**src/rtl/cpu_types_pkg.sv**
```systemverilog
// rtl/cpu_types_pkg.sv - shared CPU word type and MEM-stage access controller states
package cpu_types_pkg;

  typedef logic [31:0] word_t;

  typedef enum logic [1:0] {
    IDLE,
    HOLD,
    HALTED
  } dmem_state_t;

endpackage

```
**src/rtl/sat_counter.sv**
```systemverilog
// rtl/sat_counter.sv - saturating up-counter with synchronous active-high reset
module sat_counter #(
  parameter int W = 16
) (
  input  logic         CLK,
  input  logic         RST,
  input  logic         inc,
  output logic [W-1:0] cnt
);

  // Holds at all-ones instead of wrapping back to zero.
  always_ff @(posedge CLK) begin
    if (RST) begin
      cnt <= '0;
    end else if (inc && (cnt != '1)) begin
      cnt <= cnt + W'(1);
    end
  end

endmodule

```
**src/rtl/dmem_access_ctrl.sv**
```systemverilog
// rtl/dmem_access_ctrl.sv - MEM-stage data cache request, stall and sticky halt controller
module dmem_access_ctrl
  import cpu_types_pkg::*;
#(
  parameter int CNT_W = 16
) (
  input  logic             CLK,
  input  logic             RST,
  input  logic             pipe_en,
  input  logic             valid_in,
  input  logic             memRead_in,
  input  logic             memWrite_in,
  input  word_t            addr_in,
  input  word_t            storeData_in,
  input  logic             halt_in,
  input  logic             dhit,
  input  word_t            dmemload,
  output logic             dREN,
  output logic             dWEN,
  output word_t            daddr,
  output word_t            dmemstore,
  output word_t            dmemload_out,
  output logic             mem_stall,
  output logic             halt_out,
  output logic [CNT_W-1:0] access_cnt,
  output logic [CNT_W-1:0] stall_cnt
);

  dmem_state_t state, state_n;
  word_t       load_q;
  logic        mem_op;
  logic        halt_req;
  logic        req;
  logic        done;

  assign mem_op   = valid_in & (memRead_in | memWrite_in);
  assign halt_req = valid_in & halt_in;

  always_ff @(posedge CLK) begin
    if (RST) begin
      state  <= IDLE;
      load_q <= '0;
    end else begin
      state <= state_n;
      if (done) begin
        load_q <= dmemload;
      end
    end
  end

  // Requests only ever originate in IDLE; HOLD and HALTED keep the cache quiet.
  always_comb begin
    state_n = state;
    req     = 1'b0;
    case (state)
      IDLE: begin
        if (halt_req) begin
          if (pipe_en) begin
            state_n = HALTED;
          end
        end else begin
          req = mem_op;
          if (mem_op && dhit && !pipe_en) begin
            state_n = HOLD;
          end
        end
      end
      HOLD: begin
        if (pipe_en) begin
          state_n = IDLE;
        end
      end
      HALTED: state_n = HALTED;
      default: state_n = IDLE;
    endcase
  end

  assign done      = req & dhit;
  assign dWEN      = req & memWrite_in;
  assign dREN      = req & memRead_in & ~memWrite_in;
  assign mem_stall = req & ~dhit;
  assign daddr     = addr_in & 32'hFFFF_FFFC;
  assign dmemstore = storeData_in;
  assign halt_out  = (state == HALTED);

  assign dmemload_out = ((state == IDLE) && dhit) ? dmemload : load_q;

  sat_counter #(.W(CNT_W)) u_access_cnt (
    .CLK (CLK),
    .RST (RST),
    .inc (done),
    .cnt (access_cnt)
  );

  sat_counter #(.W(CNT_W)) u_stall_cnt (
    .CLK (CLK),
    .RST (RST),
    .inc (mem_stall),
    .cnt (stall_cnt)
  );

endmodule

```
**config.mk**
```make
export PLATFORM = sky130hd
export DESIGN_NAME = dmem_access_ctrl
export DESIGN_NICKNAME = d
export VERILOG_FILES = /design/src/rtl/cpu_types_pkg.sv /design/src/rtl/sat_counter.sv /design/src/rtl/dmem_access_ctrl.sv
export SDC_FILE = /design/constraint.sdc
export NUM_CORES = 1
export LEC_CHECK = 0
export ABC_AREA = 1
export BUFFER_PORTS_ARGS = -buffer_cell sky130_fd_sc_hd__buf_2
export CAP_MARGIN = 10
export CORE_ASPECT_RATIO = 1.1
export CORE_MARGIN = 2
export CORE_UTILIZATION = 45
export CTS_CLUSTER_DIAMETER = 120
export CTS_CLUSTER_SIZE = 30
export DETAILED_ROUTE_END_ITERATION = 16
export PLACE_DENSITY = 0.81
export SYNTH_ARGS = -nofsm -noshare
export SYNTH_HDL_FRONTEND = slang
export SYNTH_HIERARCHICAL = 1
export SYNTH_SLANG_ARGS = --single-unit
```
**constraint.sdc**
```tcl
create_clock -name CLK -period 2.4 [get_ports CLK]
set_input_delay 0.12 -clock CLK [delete_from_list [all_inputs] [get_ports CLK]]
set_output_delay 0.12 -clock CLK [all_outputs]
set_load 0.1 [all_outputs]
```
==> flow_metrics.py <==
metrics = {
    "outcome": {
        "outcome": "complete, no violations",
    },
    "layout": {
        "area_growth_pct": 7.25,
        "final_layout_size_suffix_gt1_share_pct": 23.0,
        "nFillCells": 975,
        "utilization_pct": 49.0,
        "nNetsFinal": 817,
        "n_antenna_cell": 0,
    },
    "die": {
        "start_util_pct": 45.7,
        "rows": 37,
        "die_height_um": 105,
        "die_area_um2": 10200,
        "die_w_um": 96.2,
        "coreArea_um2": 9210,
        "ioPinCount": 236,
    },
    "sta": {
        "relSlewSlack_pct": 57.1,
        "post-route-period-util_pct": 91.6,
        "layout_setup_ws_ns": 0.202,
        "hold_ws_ns": 0.0932,
        "tightestPinTransition_ns": 0.643,
        "fmax_mhz": 455,
        "finalHoldViolations": 0,
        "fin_skew_ns": 0.00813,
        "setup_violations": 0,
        "fin_crit_ns": 2.20,
        "rsz0062_at_grt": "no",
        "drv_slew": 0,
        "setup_tns_ns": 0,
    },
    "clock_tree": {
        "cts_resized": 0,
        "clk_pin_slew_worst_paths_ns": 0.07,
        "cts_max_path_buffers": 2,
        "numCtsBuffers": 9,
        "holdBufCountCts": 0,
        "post_cts_buffers": 0,
        "insertion_delay_ns": 0.35,
        "cts_root_buffer": "clkbuf_8",
        "cts_tree": "done",
        "cts.sinks": 66,
        "h-tree-depth": 3,
    },
    "logic_synthesis": {
        "ys_types": 25,
        "yosysTopAreaCell": "dfxtp_1",
        "ys_top_cells_by_count": "nand2_1 (163), nor2_1 (142), dfxtp_1 (66), buf_4 (65)",
        "yosysWarnings": 6,
        "async_reset_ff_share_pct": 0,
        "ys_seq_area_share_pct": 31.4,
        "synth_top_area_share_pct": 31.4,
        "syn_inst": 672,
        "synth-seq-cells": 66,
        "ys_top_cells_by_area": "dfxtp_1 (31%), nand2_1 (15%), nor2_1 (13%)",
        "synth_edf_count": 0,
        "synth_area_um2": 4210,
        "ys.flop_type": "dfxtp_1",
        "synth.most_common_cell": "nand2_1",
        "postSynthAreaPerCell_um2": 6.27,
    },
    "routing": {
        "route.vias.total": 3981,
        "viasPerCell": 4.78,
        "wl_per_cell_um": 10.6,
        "wl_um": 8810,
        "ant_nets": 0,
        "drt_iter0_drc": 177,
        "drc": 0,
        "dr.pass1.iters": 4,
    },
    "placement": {
        "place_ws_ns": 0.592,
        "place.gp.congestion": 0.841,
        "hpwl_um": 6320,
        "numPortBuffers": 107,
    },
    "power": {
        "p_int_uw": 1680,
        "vdd_drop_max_mv": 0.432,
        "power_uw": 2760,
        "p_switching_uw": 1080,
        "clock_power_share_pct": 29.5,
        "power.density_nw_per_um2": 611,
        "p_leak_uw": 0.00222,
        "pwr-share-comb_pct": 28.5,
        "seqPwrFrac_pct": 41.9,
        "switching_share_pct": 39.2,
    },
    "setup_path": {
        "crit_fanout": 44,
        "worst-setup-path-type": "register to output port",
        "crit_path_start_kind": "register",
        "arrival_ns": 2.08,
        "crit_path_end_kind": "output port",
        "cp_data_required_time_ns": 2.28,
    },
    "global_route": {
        "grt_max_degree": 45,
        "grt_pass1_vias": 3462,
        "grt_pass1_wl_um": 15000,
        "grt_overflow": 0,
        "antenna_found_initial": 0,
        "grt.total_usage_pct": 18.2,
    },
    "worst_hold_path": {
        "hold_path.class": "primary input to register",
    },
    "run": {
        "cap_violations": 0,
    },
}
## metal layers
metal / vias up / routed length (µm) / global-route usage [%]
met1: 1723 / 3870 / 22.2
met2: 135 / 3840 / 28.0
met3: 32 / 828 / 6.36
met5: - / 0 / 0
li1: 2091 / - / -
met4: 0 / 268 / 9.39
## logic make-up (layout without fill, tap and decap cells)
family | count (synthesis) | after routing | share of synthesized area [%]
AOI/OAI and AO/OA | 50 | 50 | 6.06
and+or+nand+nor | 407 | 407 | 42.1
adders and majority gates | 2 | 2 | 0.594
DFF | 66 | 66 | 31.4
buffers and inverters | 146 | 189 | 19.8
other | 1 | 2 | 0.0890
## metrics by stage
step	area, µm²	std cells
2_1_floorplan	4220	673
3_3_place_gp	4350	817
5_1_grt	4520	833
4_1_cts	4520	833
6_report	4520	833
3_5_place_dp	4350	817
## flip-flops by register name (all words and copies together) (netlist names)
signal            cells
load_q               32
u_stall_cnt/cnt      16
state                 2
u_access_cnt/cnt     16
## power by group through the flow
stage	sequential, µW	clock, µW	combinational, µW
5_1_grt	1160	890	842
2_1_floorplan	1210	0	1130
3_3_place_gp	1180	0	787
3_5_place_dp	1180	0	790
6_report	1160	815	788
4_1_cts	1160	838	792
## critical path: stages, from the launching register on
cell     delay (ns)
dfxtp_1        0.35
nor2_2         0.15
nand2_1        0.29
buf_12         0.28
o21ai_0        0.20
buf_2          0.46
## worst paths after layout
path / cells after the start / slack (ns) / to / from
hold / removal: 5 / 0.09 / load_q[17] / dmemload[17]
setup / recovery: 5 / 0.20 / dmemload_out[4] / state[1]
setup reg to reg: 11 / 0.64 / u_stall_cnt/cnt[13] / state[1]
hold reg to reg: 2 / 0.48 / load_q[7] / load_q[7]
## cells in the final DEF (no fill, tap or decap)
cell type / netlist / layout
nand2_1: 163 / 163
nor2_1: 142 / 141
buf_2: 10 / 107
dfxtp_1: 66 / 66
inv_1: 57 / 57
nand3_1: 57 / 57
o21ai_0: 34 / 34
nor2_2: 22 / 22
a21oi_1: 15 / 15
clkbuf_8: 0 / 10
nor2_4: 5 / 6
nand4_1: 6 / 6
nand2_2: 5 / 5
buf_4: 65 / 5
inv_2: 3 / 3
clkinv_2: 0 / 3
clkbuf_1: 3 / 3
conb_1: 1 / 2
nor2_8: 2 / 2
or2_0: 2 / 2
nor3_1: 2 / 2
ha_1: 2 / 2
nor3_4: 1 / 1
o211a_1: 1 / 1
buf_12: 0 / 1
## area by class of cell
cell class                 count  area (µm²)  area share, %
multi-input combinational    461        2070           45.8
sequential                    66        1320           29.3
timing repair buffer         113         593           13.1
inverter                      60         225           4.99
clock buffer                  13         149           3.30
tap                          117         146           3.24
clock inverter                 3        15.0          0.332
Note: power is estimated with default switching activity, not from simulation.
